**config.mk**
```make
export PLATFORM = sky130hd
export DESIGN_NAME = write_part_ctrl
export DESIGN_NICKNAME = d
export VERILOG_FILES = /design/src/rtl/write_part_ctrl.sv
export SDC_FILE = /design/constraint.sdc
export NUM_CORES = 1
export LEC_CHECK = 0
export CAP_MARGIN = 20
export CORE_MARGIN = 2
export CORE_UTILIZATION = 25
export DETAILED_ROUTE_END_ITERATION = 6
export PLACE_DENSITY = 0.54
export SYNTH_ARGS = -nofsm -noshare
export SYNTH_HDL_FRONTEND = slang
export SYNTH_SLANG_ARGS = --single-unit
```
**constraint.sdc**
```tcl
create_clock -name w_clk -period 3.4 [get_ports w_clk]
set_input_delay 0.68 -clock w_clk [delete_from_list [all_inputs] [get_ports w_clk]]
set_output_delay 0.68 -clock w_clk [all_outputs]
set_load 0.1 [all_outputs]
```
**src/rtl/write_part_ctrl.sv**
```systemverilog
// Write-side pointer and flag controller for the asynchronous FIFO (w_clk domain).
// Owns the binary/Gray write pointer, synchronises the read Gray pointer and
// derives full, almost-full, fill level and overflow status from them.
module write_part_ctrl #(
   parameter int unsigned WIDTH_A  = 8,
   parameter int unsigned AF_LEVEL = (2 ** WIDTH_A) - 4
) (
   input  logic               w_clk,
   input  logic               w_rst,
   input  logic               w_req,
   input  logic [WIDTH_A:0]   r_gaddr,
   input  logic               w_ovf_clr,
   output logic               w_en,
   output logic [WIDTH_A:0]   w_addr,
   output logic [WIDTH_A:0]   w_gaddr,
   output logic               w_full,
   output logic               w_almost_full,
   output logic [WIDTH_A:0]   w_level,
   output logic               w_overflow,
   output logic [7:0]         w_drop_cnt
);

   localparam int unsigned PW       = WIDTH_A + 1;
   localparam int unsigned DROP_W   = 8;
   localparam logic [DROP_W-1:0] DROP_MAX = '1;

   logic [PW-1:0]     rg1;
   logic [PW-1:0]     rg2;
   logic [PW-1:0]     rb;
   logic [PW-1:0]     full_pat;
   logic [PW-1:0]     w_addr_nxt;
   logic [PW-1:0]     w_gaddr_nxt;
   logic [PW-1:0]     level_nxt;
   logic              accept;
   logic              reject;
   logic              ovf_nxt;
   logic [DROP_W-1:0] drop_nxt;

   // Write accepted this cycle only when not full; RAM enable follows directly.
   assign accept = w_req & ~w_full;
   assign reject = w_req & w_full;
   assign w_en   = accept;

   // Next pointer, its Gray code and the fill level it implies against the synced read pointer.
   assign w_addr_nxt  = w_addr + PW'(accept);
   assign w_gaddr_nxt = w_addr_nxt ^ (w_addr_nxt >> 1);
   assign level_nxt   = w_addr_nxt - rb;

   // Full when the write Gray pointer equals the read Gray pointer with its top two bits inverted.
   if (WIDTH_A == 1) begin : g_full_w1
      assign full_pat = ~rg2;
   end else begin : g_full_wn
      assign full_pat = {~rg2[PW-1:PW-2], rg2[PW-3:0]};
   end

   // Gray-to-binary of the synchronised read pointer: each bit is the XOR of itself and all bits above.
   always_comb begin
      rb = '0;
      for (int i = 0; i < int'(PW); i++) begin
         rb[i] = ^(rg2 >> i);
      end
   end

   // Overflow bookkeeping: a clear on the same edge is applied before the new rejection is counted.
   always_comb begin
      ovf_nxt  = w_overflow;
      drop_nxt = w_drop_cnt;
      if (w_ovf_clr) begin
         ovf_nxt  = 1'b0;
         drop_nxt = '0;
      end
      if (reject) begin
         ovf_nxt = 1'b1;
         if (drop_nxt != DROP_MAX) begin
            drop_nxt = drop_nxt + DROP_W'(1);
         end
      end
   end

   // Two-flop synchroniser for the read Gray pointer.
   always_ff @(posedge w_clk or posedge w_rst) begin
      if (w_rst) begin
         rg1 <= '0;
         rg2 <= '0;
      end else begin
         rg1 <= r_gaddr;
         rg2 <= rg1;
      end
   end

   // Pointer and status registers, all updated from the next pointer and the pre-edge synced read pointer.
   always_ff @(posedge w_clk or posedge w_rst) begin
      if (w_rst) begin
         w_addr        <= '0;
         w_gaddr       <= '0;
         w_full        <= 1'b0;
         w_almost_full <= 1'b0;
         w_level       <= '0;
         w_overflow    <= 1'b0;
         w_drop_cnt    <= '0;
      end else begin
         w_addr        <= w_addr_nxt;
         w_gaddr       <= w_gaddr_nxt;
         w_full        <= (w_gaddr_nxt == full_pat);
         w_almost_full <= (level_nxt >= PW'(AF_LEVEL));
         w_level       <= level_nxt;
         w_overflow    <= ovf_nxt;
         w_drop_cnt    <= drop_nxt;
      end
   end

endmodule
```
==> results of run 1 <==
[what timing repair did]
action                                  in CTS  in global routing
setup buffers                                0                  1
endpoints found under the setup margin       0                  2
resized for setup                            0                  2
hold endpoints to repair                     0                  0
[state kept, by name (all words and copies together) (netlist names)]
signal / cells
w_level: 9
rg2: 9
w_almost_full: 1
w_overflow: 1
w_full: 1
w_addr: 9
rg1: 9
w_gaddr: 8
w_drop_cnt: 8
[final cells by class]
type / count / area (sq um) / share of cell area
repair buffers: 79 / 628 / 0.168
clock inverters: 2 / 16.3 / 0.00434
flip-flops and latches: 55 / 1380 / 0.368
inverters: 16 / 60.1 / 0.0160
multi-input cells: 149 / 1410 / 0.377
clock buffers: 6 / 82.6 / 0.0220
well taps: 136 / 170 / 0.0454
[cell families after synthesis]
group / share of synthesized area
simple gates: 0.115
flops: 0.510
xor+xnor: 0.199
compound gates: 0.0766
buf+inv: 0.0283
fa+ha+maj: 0.0631
mux: 0.00789
[layer usage]
| metal | vias to the layer above | GRT usage |
|---|---|---|
| li1 | 896 | - |
| met1 | 855 | 0.138 |
| met2 | 39 | 0.165 |
| met3 | 7 | 0.0248 |
| met4 | 0 | 0.0357 |
| met5 | - | 0 |
[through the flow]
stage	setup WS, ns	TNS, ns	area (sq um)
3_5_place_dp	-0.0544	-0.0733	3640
3_3_place_gp	-0.0518	-0.0518	3640
6_report	0.163	0	3750
4_1_cts	0.0231	0	3740
5_1_grt	-0.00327	-0.00327	3750
2_1_floorplan	-0.0280	-0.0280	2870
[worst max path at each step]
stage	slack (ns)	from	endpoint
after global routing	-0.003	rg2[6]$_DFF_PP0_	w_almost_full$_DFF_PP0_
final	0.16	rg2[6]$_DFF_PP0_	w_almost_full$_DFF_PP0_
after detailed placement	-0.05	w_req	w_full$_DFF_PP0_
after CTS	0.02	rg2[6]$_DFF_PP0_	w_almost_full$_DFF_PP0_
after floorplan	-0.03	w_req	w_almost_full$_DFF_PP0_
after global placement	-0.05	w_req	w_full$_DFF_PP0_
[layout by cell type (no fill, tap or decap), drive strengths merged, types with 8 or more instances in the layout]
master	synthesis	layout
dfrtp	55	55
inv	16	16
nor2b	8	8
clkdlybuf4s50	0	14
xnor2	26	26
nand2	15	15
nand3	8	8
buf	2	65
ha	12	12
xor2	23	23
==> impl_metrics.prom, run 1 <==
# TYPE chip_impl_metric gauge
chip_impl_info{name="status",value="finished clean"} 1
chip_impl_metric{name="area_growth_syn_to_layout",unit="%"} 39.0
chip_impl_metric{name="avgSynthCellArea",unit="sq um"} 12.1
chip_impl_info{name="top_layer_used",value="met4"} 1
chip_impl_metric{name="coreArea",unit="sq um"} 10400
chip_impl_metric{name="first_pass_iters",unit=""} 4
chip_impl_metric{name="number_of_global_route_vias_before_repair",unit=""} 1903
chip_impl_metric{name="fillerInstances",unit=""} 1044
chip_impl_metric{name="post_synth_num_cell_types",unit=""} 40
chip_impl_metric{name="postRouteAntennaNets",unit=""} 0
chip_impl_metric{name="relSlewSlack",unit=""} 0.360
chip_impl_metric{name="initial_core_util",unit=""} 0.259
chip_impl_metric{name="hold_viol_final",unit=""} 0
chip_impl_metric{name="amount_of_wire_on_met2_after_detailed_routing",unit="microns"} 2680
chip_impl_info{name="worstHoldStart",value="rg1[5]$_DFF_PP0_"} 1
chip_impl_metric{name="worstMarginPinSlew",unit="ns"} 0.958
chip_impl_metric{name="max_clock_freq",unit="MHz"} 309
chip_impl_metric{name="wl",unit="microns"} 5610
chip_impl_metric{name="antenna_found_initial",unit=""} 0
chip_impl_metric{name="synth-edff-count",unit=""} 0
chip_impl_info{name="ys_top_cells_by_area",value="dfrtp_1 (51%), xnor2_1 (8.4%), xor2_1 (6.5%)"} 1
chip_impl_info{name="yosys.cell_count.top_type",value="dfrtp_1"} 1
chip_impl_metric{name="ys_warn_count",unit=""} 0
chip_impl_metric{name="detail_route.vias_per_cell",unit=""} 4.06
chip_impl_metric{name="syn-num-nets",unit=""} 249
chip_impl_metric{name="timing.hold.ws",unit="ns"} 0.357
chip_impl_metric{name="timing.final.crit_share",unit=""} 0.952
chip_impl_info{name="crit_type",value="flop to flop"} 1
chip_impl_info{name="critical_path.reg2reg.startpoint",value="rg2[6]$_DFF_PP0_"} 1
chip_impl_metric{name="clock-sinks",unit=""} 55
chip_impl_info{name="rr_endpoint",value="w_almost_full$_DFF_PP0_"} 1
chip_impl_metric{name="cp.required",unit="ns"} 3.65
chip_impl_metric{name="placedCellCount",unit=""} 434
chip_impl_metric{name="drt_first_iter_violations",unit=""} 65
chip_impl_info{name="critical_path.cell_chain",value="xor3_2 > xnor3_2 > xnor2_2 > xnor2_1 > ha_1 > inv_1 > fa_2 > nand4_1 > o2111ai_4 > o211a_1 > a2111oi_4 > a41o_1"} 1
chip_impl_metric{name="drc",unit=""} 0
chip_impl_metric{name="crit_path_max_incr_delay",unit="ns"} 0.43
chip_impl_metric{name="source_to_sink_clock_delay_at_the_later_pin_of_the_worst_skew_pair",unit="ns"} 0.31
chip_impl_metric{name="final.setup_skew",unit="ns"} 0.00883
chip_impl_metric{name="groute.usage.overall",unit=""} 0.104
chip_impl_metric{name="path_max_fanout",unit=""} 4
chip_impl_info{name="tritoncts",value="done"} 1
chip_impl_metric{name="pins_over_their_slew_limit",unit=""} 0
chip_impl_metric{name="nNetsFinal",unit=""} 332
chip_impl_metric{name="synthCells",unit=""} 223
chip_impl_metric{name="critical_path_depth",unit=""} 12
chip_impl_metric{name="floorplan.io_pins",unit=""} 52
chip_impl_metric{name="clock_period_minus_worst_slack",unit="ns"} 3.24
chip_impl_metric{name="synth-seq-cells",unit=""} 55
chip_impl_metric{name="post_route_cells_drive_above_1_share",unit=""} 0.355
chip_impl_info{name="hold_path.class",value="flop to flop"} 1
chip_impl_metric{name="post-route-util",unit=""} 0.360
chip_impl_info{name="cts_root_buffer",value="clkbuf_8"} 1
chip_impl_metric{name="crit_arrival",unit="ns"} 3.49
chip_impl_metric{name="hold_fix_buffer_count_after_cts",unit=""} 0
chip_impl_metric{name="grt_start_max_net_pins",unit=""} 32
chip_impl_info{name="worstSetupStartpointType",value="flop"} 1
chip_impl_metric{name="grt_first_pass_wirelength",unit="microns"} 9330
chip_impl_metric{name="die_x",unit="microns"} 108
chip_impl_metric{name="die_h",unit="microns"} 108
chip_impl_metric{name="setup-violations-final",unit=""} 0
chip_impl_info{name="cp_max_delay_cell",value="xor3_2"} 1
chip_impl_metric{name="route.vias.total",unit=""} 1797
chip_impl_info{name="critical_path.top_delay_family",value="XOR/XNOR gates"} 1
chip_impl_info{name="worst_setup_path_end_kind",value="flop"} 1
chip_impl_metric{name="diodes",unit=""} 0
chip_impl_metric{name="place.detailed.hpwl",unit="microns"} 4330
chip_impl_info{name="synth.largest_area_cell",value="dfrtp_1"} 1
chip_impl_info{name="ys.flop_type",value="dfrtp_1"} 1
chip_impl_metric{name="cts-buffers-inserted",unit=""} 5
chip_impl_metric{name="h-tree-depth",unit=""} 2
chip_impl_metric{name="worstPathBufferInverterCount",unit=""} 1
chip_impl_metric{name="numPortBuffers",unit=""} 51
chip_impl_metric{name="fin_cells",unit=""} 443
chip_impl_metric{name="post-synth-top-area-fraction",unit=""} 0.510
chip_impl_metric{name="synth_sequential_area_ratio",unit=""} 0.510
chip_impl_metric{name="floorplan.die_area",unit="sq um"} 11600
chip_impl_metric{name="gp_congestion",unit=""} 0.752
chip_impl_metric{name="cap_violations",unit=""} 0
chip_impl_info{name="holdPathEnd",value="rg2[5]$_DFF_PP0_"} 1
chip_impl_metric{name="clk_pin_slew_worst_paths",unit="ns"} 0.10
chip_impl_metric{name="clock_tree.buffer_depth",unit=""} 2
chip_impl_metric{name="ys_async_sr_fraction",unit=""} 1.00
chip_impl_metric{name="met3_length",unit="microns"} 238
chip_impl_info{name="ys_top_cells_by_count",value="dfrtp_1 (55), xnor2_1 (26), xor2_1 (20)"} 1
chip_impl_metric{name="mapped_cell_area",unit="sq um"} 2700
chip_impl_metric{name="rows",unit=""} 37
chip_impl_metric{name="reg2reg_setup_slack",unit="ns"} 0.16
chip_impl_metric{name="whs_path_depth",unit=""} 0
chip_impl_metric{name="routed_wire_per_std_cell",unit="microns"} 12.7
chip_impl_metric{name="r2r.worst_path.cells",unit=""} 12
chip_impl_metric{name="overflow",unit=""} 0
chip_impl_metric{name="wl_met1",unit="microns"} 2610
Power of run 1 is not shown: default switching activity piles up to over one toggle a cycle in this logic, so the estimate is an artifact.
==> run 2: changes to the inputs <==
--- a/constraint.sdc
+++ b/constraint.sdc
@@ -3,2 +3,2 @@
 set_output_delay 0.68 -clock w_clk [all_outputs]
-set_load 0.1 [all_outputs]
+set_load 0.005 [all_outputs]
==> impl_metrics.prom, run 2 (synthesized netlist as in run 1, its figures left out) <==
# TYPE chip_impl_metric gauge
chip_impl_info{name="status",value="finished clean"} 1
chip_impl_metric{name="max_clock_freq",unit="MHz"} 304
chip_impl_metric{name="relSlewSlack",unit=""} 0.610
chip_impl_info{name="worst_setup_path_end_kind",value="flop"} 1
chip_impl_metric{name="coreArea",unit="sq um"} 10400
chip_impl_metric{name="path_max_fanout",unit=""} 4
chip_impl_metric{name="clock-sinks",unit=""} 55
chip_impl_metric{name="source_to_sink_clock_delay_at_the_later_pin_of_the_worst_skew_pair",unit="ns"} 0.31
chip_impl_metric{name="postRouteAntennaNets",unit=""} 0
chip_impl_metric{name="numPortBuffers",unit=""} 51
chip_impl_metric{name="grt_first_pass_wirelength",unit="microns"} 9890
chip_impl_metric{name="worst_case_vdd_ir_drop",unit="V"} 0.000307
chip_impl_info{name="tritoncts",value="done"} 1
chip_impl_metric{name="h-tree-depth",unit=""} 2
chip_impl_metric{name="clk_pin_slew_worst_paths",unit="ns"} 0.10
chip_impl_metric{name="routed_wire_per_std_cell",unit="microns"} 12.5
chip_impl_metric{name="initial_core_util",unit=""} 0.259
chip_impl_metric{name="rows",unit=""} 37
chip_impl_metric{name="hold_fix_buffer_count_after_cts",unit=""} 0
chip_impl_info{name="cts_root_buffer",value="clkbuf_8"} 1
chip_impl_metric{name="grt_start_max_net_pins",unit=""} 30
chip_impl_metric{name="cp.required",unit="ns"} 3.65
chip_impl_info{name="critical_path.cell_chain",value="xor3_2 > xnor3_2 > xnor2_2 > xnor2_1 > ha_2 > inv_1 > fa_2 > nand3_1 > o2111ai_4 > o211a_1 > a2111oi_4 > a41o_1"} 1
chip_impl_metric{name="first_pass_iters",unit=""} 5
chip_impl_metric{name="crit_arrival",unit="ns"} 3.54
chip_impl_metric{name="floorplan.io_pins",unit=""} 52
chip_impl_metric{name="diodes",unit=""} 0
chip_impl_info{name="cp_max_delay_cell",value="xor3_2"} 1
chip_impl_metric{name="final.setup_skew",unit="ns"} 0.0118
chip_impl_metric{name="floorplan.die_area",unit="sq um"} 11600
chip_impl_info{name="crit_type",value="flop to flop"} 1
chip_impl_metric{name="groute.usage.overall",unit=""} 0.108
chip_impl_metric{name="leakage_component_of_the_power",unit="nW"} 1.80
chip_impl_metric{name="power_density",unit="nW/um^2"} 861
chip_impl_metric{name="cts-buffers-inserted",unit=""} 5
chip_impl_info{name="layout_commonest_cell",value="dfrtp_1"} 1
chip_impl_metric{name="drt_first_iter_violations",unit=""} 49
chip_impl_metric{name="route.vias.total",unit=""} 1893
chip_impl_metric{name="number_of_global_route_vias_before_repair",unit=""} 2082
chip_impl_metric{name="fin_cells",unit=""} 461
chip_impl_metric{name="hold_viol_final",unit=""} 0
chip_impl_metric{name="placedCellCount",unit=""} 449
chip_impl_info{name="worstSetupStartpointType",value="flop"} 1
chip_impl_metric{name="post_route_cells_drive_above_1_share",unit=""} 0.228
chip_impl_metric{name="area_growth_syn_to_layout",unit="%"} 43.3
chip_impl_metric{name="detail_route.vias_per_cell",unit=""} 4.11
chip_impl_metric{name="timing.final.crit_share",unit=""} 0.968
chip_impl_metric{name="die_h",unit="microns"} 108
chip_impl_metric{name="worstPathBufferInverterCount",unit=""} 1
chip_impl_metric{name="gp_congestion",unit=""} 0.774
chip_impl_metric{name="clock_tree.buffer_depth",unit=""} 2
chip_impl_metric{name="nNetsFinal",unit=""} 350
chip_impl_metric{name="total_design_power",unit="mW"} 3.33
chip_impl_metric{name="die_x",unit="microns"} 108
chip_impl_metric{name="clock_period_minus_worst_slack",unit="ns"} 3.29
chip_impl_info{name="most-common-layout-cells",value="dfrtp_1 (54), clkdlybuf4s50_1 (51), buf_4 (45)"} 1
chip_impl_info{name="critical_path.top_delay_family",value="XOR/XNOR gates"} 1
chip_impl_metric{name="cap_violations",unit=""} 0
chip_impl_metric{name="drc",unit=""} 0
chip_impl_metric{name="worstMarginPinSlew",unit="ns"} 0.584
chip_impl_info{name="hold_path.class",value="flop to flop"} 1
chip_impl_metric{name="pins_over_their_slew_limit",unit=""} 0
chip_impl_metric{name="place.detailed.hpwl",unit="microns"} 4410
chip_impl_info{name="setup_repair_after_global_routing_missed_its_margin",value="true"} 1
chip_impl_metric{name="wl",unit="microns"} 5780
chip_impl_metric{name="antenna_found_initial",unit=""} 0
chip_impl_metric{name="crit_path_max_incr_delay",unit="ns"} 0.43
chip_impl_metric{name="setup-violations-final",unit=""} 0
chip_impl_metric{name="overflow",unit=""} 0
==> run 2: cell types whose count changed in the layout (fill, tap and decap cells not counted), moves of 2 or more <==
cell             change
xnor2_1              +2
inv_1                +4
inv_2                -4
o21ai_1              -2
ha_4                 -5
o21ai_0              +2
ha_1                 +5
buf_4               -20
clkdlybuf4s50_1     +37
==> run 2: worst register-to-register path, cell delays in order, from the launching register on <==
cell,delay [ns]
dfrtp_1,0.41
xor3_2,0.43
xnor3_2,0.42
xnor2_2,0.18
xnor2_1,0.14
ha_2,0.20
inv_1,0.05
fa_2,0.37
nand3_1,0.14
o2111ai_4,0.17
o211a_1,0.30
a2111oi_4,0.30
a41o_1,0.15
==> run 2: through the flow <==
step / setup TNS, ns / area, sq um / setup slack (ns) / utilization / hold slack (ns)
after floorplan: 0 / 2720 / 0.0143 / - / 0.331
after global placement: -0.237 / 3710 / -0.106 / 0.356 / 0.334
after detailed placement: -0.305 / 3710 / -0.147 / 0.356 / 0.335
after CTS: 0 / 3850 / 0.0384 / 0.370 / 0.350
after global routing: -0.0587 / 3860 / -0.0587 / 0.371 / 0.351
final: 0 / 3860 / 0.108 / 0.371 / 0.344
==> run 2: path summary, 6_finish.rpt <==
| path | start | slack [ns] | depth (start not counted) | endpoint |
|---|---|---|---|---|
| worst max-delay path | rg2[6]$_DFF_PP0_ | 0.11 | 12 | w_almost_full$_DFF_PP0_ |
| worst min-delay path | rg1[0]$_DFF_PP0_ | 0.34 | 0 | rg2[0]$_DFF_PP0_ |
| worst max register to register | rg2[6]$_DFF_PP0_ | 0.11 | 12 | w_almost_full$_DFF_PP0_ |
| worst min register to register | rg1[0]$_DFF_PP0_ | 0.34 | 0 | rg2[0]$_DFF_PP0_ |
| max in group asynchronous | w_rst | 2.09 | 3 | rg2[6]$_DFF_PP0_ |
| min in group asynchronous | w_rst | 0.74 | 2 | w_addr[0]$_DFF_PP0_ |
==> run 2: layout make-up <==
class / count / area [sq um]
well taps: 136 / 170
repair buffers: 97 / 868
fillers: 1035 / 6550
flip-flops and latches: 55 / 1380
multi-input cells: 149 / 1280
clock buffers: 6 / 72.6
clock inverters: 2 / 38.8
inverters: 16 / 60.1
==> run 2: repair_timing <==
action | CTS | global route
gates resized for setup | 3 | 3
buffers inserted | 3 | 1
endpoints found under the setup margin | 1 | 2
pin swaps | 3 | 4
==> run 2: per-layer routing <==
metal,vias up,wire [microns],GRT usage
met1,902,2690,0.144
met3,6,267,0.0206
met5,-,0,0
met2,51,2770,0.177
met4,0,53,0.0357
li1,934,-,-
==> run 2: where the power goes <==
| group | switching (mW) | internal (mW) | leakage [nW] | total [mW] |
|---|---|---|---|---|
| combinational | 0.872 | 1.09 | 1.06 | 1.96 |
| sequential | 0.103 | 0.823 | 0.680 | 0.925 |
| clock | 0.218 | 0.223 | 0.0558 | 0.441 |
| total | 1.19 | 2.14 | 1.80 | 3.33 |
No activity file was read; power rests on OpenSTA's default activity.
